--- src/rtl/keypad_loader_pkg.sv ---
// keypad_loader_pkg
// Shared definitions for the keypad loader: FSM state encoding, bus widths,
// the maximum number of digits per entry and a bit-count helper used by the
// one-hot validity check.
package keypad_loader_pkg;

  localparam int BCD_W      = 4;
  localparam int KEYS_W     = 10;
  localparam int MAX_DIGITS = 3;
  // Width of the debounce / release counter (DEBOUNCE_CYCLES is 1..15)
  localparam int CNT_W      = 4;

  typedef enum logic [1:0] {
    IDLE         = 2'd0,
    DEBOUNCE     = 2'd1,
    LOAD         = 2'd2,
    WAIT_RELEASE = 2'd3
  } kl_state_e;

  // Number of set bits in a keypad sample
  function automatic logic [3:0] count_ones(input logic [KEYS_W-1:0] v);
    logic [3:0] n;
    n = 4'd0;
    for (int i = 0; i < KEYS_W; i++) begin
      n = n + {3'd0, v[i]};
    end
    return n;
  endfunction

endpackage

--- src/rtl/keypad_loader_encoder.sv ---
// key_encoder
// Combinational one-hot keypad decoder.
// Ports:
//   keys  - raw keypad lines, bit n = digit key n pressed
//   bcd   - index of the pressed key (meaningful only when valid=1)
//   valid - exactly one key pressed
//   err   - more than one key pressed (nonzero but not one-hot)
module key_encoder
  import keypad_loader_pkg::*;
(
  input  logic [KEYS_W-1:0] keys,
  output logic [BCD_W-1:0]  bcd,
  output logic              valid,
  output logic              err
);

  logic [3:0] ones_s;

  // Priority encode the highest set bit and classify the sample
  always_comb begin
    bcd = {BCD_W{1'b0}};
    for (int i = 0; i < KEYS_W; i++) begin
      bcd = keys[i] ? BCD_W'(i) : bcd;
    end
    ones_s = count_ones(keys);
    valid  = (ones_s == 4'd1);
    err    = (ones_s > 4'd1);
  end

endmodule

--- src/rtl/keypad_loader.sv ---
// keypad_loader
// Debounces a 10-key digit keypad and presents each accepted digit to a
// timer load interface as BCD with a one-cycle active-low strobe.
// Up to three digits are accepted per entry; clear_key starts a new entry.
// Ports:
//   clk         - system clock, rising edge
//   clr         - asynchronous active-high reset
//   keys        - raw keypad lines (bit n = digit n)
//   load_en     - entry permitted; when low, keys are ignored
//   clear_key   - synchronous request to discard the current entry
//   data        - BCD digit for the timer (holds last loaded digit)
//   loadn       - active-low load strobe, one cycle wide
//   digit_count - digits loaded in the current entry (0..3)
//   key_err     - high while keys is nonzero and not one-hot
// Build option:
//   KEYPAD_ZERO_SKIP_EN - when defined, a leading key 0 (digit_count=0) is
//                         debounced but neither strobed nor counted.
module keypad_loader
  import keypad_loader_pkg::*;
#(
  parameter int DEBOUNCE_CYCLES = 4
)
(
  input  logic              clk,
  input  logic              clr,
  input  logic [KEYS_W-1:0] keys,
  input  logic              load_en,
  input  logic              clear_key,
  output logic [BCD_W-1:0]  data,
  output logic              loadn,
  output logic [1:0]        digit_count,
  output logic              key_err
);

  // The counter value on which the final required sample is seen
  localparam logic [CNT_W-1:0] CNT_LAST  = CNT_W'(DEBOUNCE_CYCLES - 1);
  localparam logic [1:0]       MAX_COUNT = 2'(MAX_DIGITS);

  kl_state_e         state_r, state_s;
  logic [CNT_W-1:0]  cnt_r, cnt_s;
  logic [KEYS_W-1:0] cap_key_r, cap_key_s;
  logic [BCD_W-1:0]  cap_bcd_r, cap_bcd_s;
  logic [BCD_W-1:0]  data_r, data_s;
  logic [1:0]        count_r, count_s;
  logic [BCD_W-1:0]  key_bcd_s;
  logic              key_valid_s;
  logic              key_err_s;
  logic              skip_s;
  logic              strobe_s;

  key_encoder u_key_encoder (
    .keys  (keys),
    .bcd   (key_bcd_s),
    .valid (key_valid_s),
    .err   (key_err_s)
  );

`ifdef KEYPAD_ZERO_SKIP_EN
  // A debounced key 0 as the first digit is swallowed
  assign skip_s = (cap_bcd_r == 4'd0) && (count_r == 2'd0);
`else
  assign skip_s = 1'b0;
`endif

  // Next-state logic: clear_key overrides every state, including LOAD
  always_comb begin
    state_s   = state_r;
    cnt_s     = cnt_r;
    cap_key_s = cap_key_r;
    cap_bcd_s = cap_bcd_r;
    data_s    = data_r;
    count_s   = count_r;
    if (clear_key) begin
      state_s = WAIT_RELEASE;
      cnt_s   = {CNT_W{1'b0}};
      count_s = 2'd0;
    end else begin
      case (state_r)
        IDLE: begin
          cnt_s = {CNT_W{1'b0}};
          if (load_en && key_valid_s && (count_r < MAX_COUNT)) begin
            state_s   = DEBOUNCE;
            cap_key_s = keys;
            cap_bcd_s = key_bcd_s;
          end else begin
            state_s = IDLE;
          end
        end
        DEBOUNCE: begin
          if (!load_en || (keys != cap_key_r)) begin
            state_s = IDLE;
            cnt_s   = {CNT_W{1'b0}};
          end else if (cnt_r == CNT_LAST) begin
            cnt_s   = {CNT_W{1'b0}};
            state_s = skip_s ? WAIT_RELEASE : LOAD;
          end else begin
            cnt_s = cnt_r + CNT_W'(1);
          end
        end
        LOAD: begin
          // Strobe is committed here; load_en no longer matters
          data_s  = cap_bcd_r;
          count_s = count_r + 2'd1;
          cnt_s   = {CNT_W{1'b0}};
          state_s = WAIT_RELEASE;
        end
        WAIT_RELEASE: begin
          if (keys != {KEYS_W{1'b0}}) begin
            cnt_s = {CNT_W{1'b0}};
          end else if (cnt_r == CNT_LAST) begin
            cnt_s   = {CNT_W{1'b0}};
            state_s = IDLE;
          end else begin
            cnt_s = cnt_r + CNT_W'(1);
          end
        end
        default: begin
          state_s = IDLE;
          cnt_s   = {CNT_W{1'b0}};
        end
      endcase
    end
  end

  // State and datapath registers
  always_ff @(posedge clk or posedge clr) begin
    if (clr) begin
      state_r   <= IDLE;
      cnt_r     <= {CNT_W{1'b0}};
      cap_key_r <= {KEYS_W{1'b0}};
      cap_bcd_r <= {BCD_W{1'b0}};
      data_r    <= {BCD_W{1'b0}};
      count_r   <= 2'd0;
    end else begin
      state_r   <= state_s;
      cnt_r     <= cnt_s;
      cap_key_r <= cap_key_s;
      cap_bcd_r <= cap_bcd_s;
      data_r    <= data_s;
      count_r   <= count_s;
    end
  end

  // A clear_key arriving in the LOAD cycle must suppress the strobe in that
  // same cycle, so the strobe is gated here rather than registered.
  always_comb begin
    strobe_s = (state_r == LOAD) && !clear_key;
    loadn    = !strobe_s;
    data     = strobe_s ? cap_bcd_r : data_r;
  end

  assign digit_count = count_r;
  assign key_err     = key_err_s;

endmodule

--- config.mk ---
export PLATFORM = sky130hd
export DESIGN_NAME = keypad_loader
export DESIGN_NICKNAME = d
export VERILOG_FILES = /design/src/rtl/keypad_loader_pkg.sv /design/src/rtl/keypad_loader_encoder.sv /design/src/rtl/keypad_loader.sv
export SDC_FILE = /design/constraint.sdc
export NUM_CORES = 1
export LEC_CHECK = 0
export CORE_ASPECT_RATIO = 0.9
export CORE_UTILIZATION = 40
export CTS_BUF_LIST = sky130_fd_sc_hd__clkbuf_4
export DETAILED_ROUTE_END_ITERATION = 8
export PLACE_DENSITY = 0.7
export SYNTH_ARGS = -nofsm -noshare
export SYNTH_HDL_FRONTEND = slang
export SYNTH_SLANG_ARGS = --single-unit
export TNS_END_PERCENT = 10
--- constraint.sdc ---
create_clock -name clk -period 6.5 [get_ports clk]
set_input_delay 0.65 -clock clk [delete_from_list [all_inputs] [get_ports clk]]
set_output_delay 0.65 -clock clk [all_outputs]
set_load 0.005 [all_outputs]
== Word level (Yosys, flattened, before mapping) ==
Cells that the tools add are included.
Storage, ports and cells
  flip-flop bits (word level): 26
  bits in latches: 0
  bits in writable memories: 0
  bits in read-only memories: 0
  input port bits: 14
  output and inout port bits: 8
  logic and storage cells: 67
  memories kept: 0
Cells by class
  add/subtract/negate cells: 11
  $mul: 0
  divide/modulo/power cells: 0
  magnitude comparators: 2
  equality and inequality tests: 9
  shift-type cells: 0
  multiplexer cells: 24
  bitwise operators: 1
  reductions and logical operators: 14
Operators by type and width (number)
  4-bit 2-to-1 mux: 13
  4-bit by 1-bit adder with 4-bit output: 8
  2-bit 2-to-1 mux: 7
  4-bit one-hot mux with 3 select lines: 1
  10-bit != test: 1
  10-bit nonzero test: 1
  2-bit one-hot mux with 4 select lines: 1
  3-bit != test (second input constant): 2
  3-bit AND reduction: 2
  4-bit by 1-bit adder with 4-bit output (second input constant): 1
  2-bit equality test (second input constant): 2
  4-bit by 1-bit equality test with 1-bit output (second input constant): 1
  4-bit by 2-bit equality test with 1-bit output (second input constant): 1
  4-bit by 1-bit greater-than comparator with 1-bit output (second input constant): 1
  4-bit != test (second input constant): 1
  1-bit logical AND: 3
  1-bit logical NOT: 3
  1-bit by 1-bit adder with 2-bit output: 1
  2-bit by 1-bit adder with 2-bit output (second input constant): 1
  2-bit by 1-bit equality test with 1-bit output (second input constant): 1
  2-bit logical NOT: 1
  2-bit < comparator (second input constant): 1
  1-bit 2-to-1 mux: 2
  2-bit AND reduction: 1
  4 further kinds: 4

== Logic depth before layout (Yosys ltp) ==
  depth in word-level cells: 15
  depth in mapped cells: 15
  depth with buffers taken out: 13

== Hierarchy ==
From an unflattened synthesis, not the netlist that was laid out.
Second synthesis, totals
  cells, all modules: 133
  area total of the unflattened synthesis: 1581.5 µm²
By module, submodules not included
  keypad_loader: times used 1, cells an instance 100, area each 1305.0 µm², seq. area each 650.6 µm²
  key_encoder: times used 1, cells an instance 33, area each 276.5 µm², seq. area each 0.0 µm²

== Worst setup path after synthesis ==
Ideal clock, no wire load.
  kind: input to register
  start point: input port keys[0]
  end point: register cap_bcd_r[0]
  setup time: 0.125 ns
  arrival: 4.818 ns
  slack: 1.557 ns
  cell stages on the path: 15
  buffers on the path: 2
  cells stage by stage: inv_1 > ha_1 > inv_1 > fa_1 > fa_1 > fa_1 > fa_1 > fa_1 > and4b_1 > a31oi_1 > or4_1 > or3_1 > buf_6 > buf_12 > mux2_4
On the way
  cells in the longest elaborated chain, start to end: 13
RTL lines
  start: declaration: RTL line keypad_loader.sv:26  | input logic [KEYS_W-1:0] keys,
  1-bit by 1-bit adder with 2-bit output: RTL line keypad_loader_pkg.sv:25  | n = n + {3'd0, v[i]};
  4-bit by 1-bit adder with 4-bit output (8 in series): RTL line keypad_loader_pkg.sv:25
  4-bit by 1-bit equality test with 1-bit output: RTL line keypad_loader_encoder.sv:26  | valid = (ones_s == 4'd1);
  1-bit logical AND (2 in series): RTL line keypad_loader.sv:81  | if (load_en && key_valid_s && (count_r < MAX_COUNT)) begin
  3-bit AND reduction (no source line)
  end signal: assignment: RTL line keypad_loader.sv:131  | cap_bcd_r <= {BCD_W{1'b0}};
  end signal: assignment: RTL line keypad_loader.sv:138  | cap_bcd_r <= cap_bcd_s;
  end: declaration: RTL line keypad_loader.sv:42  | logic [BCD_W-1:0] cap_bcd_r, cap_bcd_s;
No other way between the ends.
A chain may end at the register's enable or synchronous reset.

== Worst setup path after layout ==
  start point: input port keys[1]
  end point: register cap_key_r[2]
On the way
  cells in the longest elaborated chain, start to end: 13
RTL lines
  1-bit by 1-bit adder with 2-bit output: RTL line keypad_loader_pkg.sv:25
  4-bit by 1-bit adder with 4-bit output (8 in series): RTL line keypad_loader_pkg.sv:25
  4-bit by 1-bit equality test with 1-bit output: RTL line keypad_loader_encoder.sv:26
  1-bit logical AND (2 in series): RTL line keypad_loader.sv:81
  3-bit AND reduction (no source line)
  end signal: assignment: RTL line keypad_loader.sv:130  | cap_key_r <= {KEYS_W{1'b0}};
  end signal: assignment: RTL line keypad_loader.sv:137  | cap_key_r <= cap_key_s;
  end: declaration: RTL line keypad_loader.sv:41  | logic [KEYS_W-1:0] cap_key_r, cap_key_s;
No other way between the ends.

==> results.py <==
metrics = {
    "logic_synthesis": {
        "synth-main-ff-cell": "dfrtp_1",
        "synth_area_leaders": "dfrtp_1 (40%), mux2_4 (8.4%), fa_1 (7.4%)",
        "synthArstFlopShare_pct": 100,
        "synth.distinct_cells": 35,
        "synth_seq_area_share_pct": 40.3,
        "synth_enable_flop_cells": 0,
        "synth_cells": 143,
        "synth.top_cell.area_share_pct": 40.3,
        "ys_ff_latch": 26,
        "yosysWarnings": 0,
        "synth_area_um2": 1610,
        "syn_avg_cell_area_um2": 11.3,
        "yosys.area.top_type": "dfrtp_1",
        "syn-num-nets": 171,
    },
    "route": {
        "routedWlPerCell_um": 14.8,
        "drt_iter0_drc": 51,
        "firstDrtPassIters": 4,
        "num_vias": 1091,
        "vias_per_cell": 5.17,
        "drc": 0,
        "wl_um": 3120,
        "antenna_left": 0,
    },
    "hold_path": {
        "hold_depth": 1,
        "whs_endpoint": "cnt_r[0]",
        "min_path_type": "reg2reg",
        "holdCritStartpoint": "cnt_r[0]",
    },
    "floorplan": {
        "dieArea_um2": 4290,
        "start_util_pct": 42.7,
        "core_um2": 3780,
        "die_h_um": 62.3,
        "die_w_um": 69.0,
        "io_pins": 22,
        "num_rows": 21,
    },
    "worst_setup_path": {
        "cp_data_arrival_time_ns": 5.76,
        "reg2regPathDepth": 4,
        "r2r_end": "cap_key_r[2]",
        "rr_startpoint": "digit_count[0]",
        "critPathLaunchType": "input port",
        "critPathRequiredTime_ns": 6.72,
        "path_class": "in2reg",
        "endpoint_kind": "flop",
        "r2r_slack_ns": 4.13,
        "crit_fanout": 14,
    },
    "place": {
        "dp_slack_ns": 0.649,
        "port_buffers": 21,
        "dp_hpwl_um": 2420,
        "gp_congestion": 0.865,
    },
    "power": {
        "ir_worst_vdd_v": 0.000109,
        "p_leak_nw": 0.964,
        "power_density_nw_per_um2": 197,
    },
    "cells_and_area": {
        "layout_common_cells": "dfrtp_1 (26), clkdlybuf4s50_1 (21), inv_1 (20), xor2_1 (10)",
        "layout-drive-gt1-share_pct": 12.7,
        "antenna_cells": 0,
        "n_fill_cell": 353,
        "syn2layout_area_growth_pct": 17.7,
        "final_common_cell": "dfrtp_1",
        "fin_nets": 194,
        "postLayoutCoreUtil_pct": 50.2,
    },
    "timing": {
        "fin_skew_ns": 0.00134,
        "fin_crit_sh_pct": 85.2,
        "final-hold-violation-count": 0,
        "fin_crit_ns": 5.54,
        "tns_ns": 0,
        "setup_ws_ns": 0.961,
        "clock.fmax_mhz": 181,
        "setup_viol": 0,
        "drv_slew": 0,
        "tightestPinTransition_ns": 0.988,
        "slew_headroom_pct": 34.1,
        "rsz0062_at_grt": "false",
        "holdWs_ns": 0.494,
    },
    "clock_tree": {
        "ctsHoldBuffers": 0,
        "cts_inserted_buffers": 3,
        "clockBufferDepth": 2,
        "cts-root-buf": "clkbuf_4",
        "cts-htree-levels": 1,
        "cts_setup_buffers": 0,
        "clock_sinks": 26,
        "cts.repair.resized": 0,
        "clkTransAtPathRegs_ns": 0.14,
        "insertion_delay_ns": 0.32,
        "cts_tree": "built",
    },
    "global_route": {
        "grt_antenna_before_repair": 0,
        "grt_pass1_vias": 1106,
        "grt_max_degree": 27,
        "track_usage_pct": 16.3,
        "grt_overflow_total": 0,
        "grt_pass1_wl_um": 5150,
    },
    "run_status": {
        "status": "finished clean",
    },
    "flow_run": {
        "cap_violations": 0,
    },
}
per-layer routing:
layer	GRT usage [%]	part of all wire [%]
met3	4.60	5.7
met5	0	0
met4	4.08	0.90
met2	25.2	47
met1	22.3	47
synth_stat cells, types with 3 or more instances:
cell type  count
a21oi_1        3
dfrtp_1       26
fa_1           6
ha_1           8
inv_1         20
mux2_2         7
mux2_4         9
nand2_1        4
nand2b_1       4
nand3b_1       3
nor2_1         9
nor3_1         5
o21ai_0        3
xor2_1        10
cells by family (layout without fill, tap and decap cells):
kind of cell / count (synthesis) / after routing / share of synthesized area [%]
DFF: 26 / 26 / 40.3
xor gates and xnor gates: 12 / 12 / 6.51
buffers and inverters: 23 / 45 / 6.82
muxes: 18 / 18 / 14.5
and+or+nand+nor: 37 / 37 / 13.0
AOI/OAI and AO/OA: 13 / 13 / 5.19
adders and majority gates: 14 / 14 / 13.6
report_power, final:
part	internal, mW	total (mW)	switching [mW]	leakage, nW
clock	0.0624	0.111	0.0483	0.0279
sequential	0.168	0.172	0.00366	0.345
combinational	0.0485	0.0920	0.0436	0.591
area by class of cell:
class | count | area [µm²] | share of cell area, %
flip-flops and latches | 26 | 651 | 34.3
well taps | 46 | 57.6 | 3.03
multi-input cells | 94 | 853 | 44.9
clock inverters | 1 | 30.0 | 1.58
inverters | 20 | 75.1 | 3.95
repair buffers | 21 | 210 | 11.1
clock buffers | 3 | 22.5 | 1.19
worst max-delay path: stages:
cell and delay [ns]:
clkdlybuf4s50_1 0.60, inv_1 0.07, ha_1 0.27, inv_1 0.04, fa_1 0.45, fa_1 0.52, fa_1 0.43, fa_1 0.41
fa_1 0.50, and4b_1 0.19, a31oi_1 0.05, or4_1 0.49, or3_1 0.66, mux2_4 0.42
metrics by stage:
| stage | std cells | cell area [µm²] | power [mW] |
|---|---|---|---|
| after floorplan | 143 | 1610 | 0.230 |
| after global placement | 207 | 1850 | 0.260 |
| after detailed placement | 207 | 1850 | 0.266 |
| after CTS | 211 | 1900 | 0.379 |
| after global routing | 211 | 1900 | 0.400 |
| final | 211 | 1900 | 0.374 |
state kept, by name (all words and copies together), names as in the netlist:
| register | flops |
|---|---|
| state_r | 2 |
| cap_bcd_r | 4 |
| digit_count | 2 |
| cap_key_r | 10 |
| data_r | 4 |
| cnt_r | 4 |
how the worst max path moves through the flow:
stage / start / end / slack (ns) / depth (start not counted)
4_1_cts: keys[1] / cap_key_r[2] / 1.0 / 14
3_3_place_gp: keys[1] / cap_key_r[7] / 0.74 / 14
2_1_floorplan: keys[0] / cap_bcd_r[0] / 1.56 / 15
6_report: keys[1] / cap_key_r[2] / 0.96 / 14
5_1_grt: keys[1] / cap_key_r[2] / 0.81 / 14
3_5_place_dp: keys[1] / cap_bcd_r[0] / 0.65 / 14
Power figures use the tool's default switching activity.
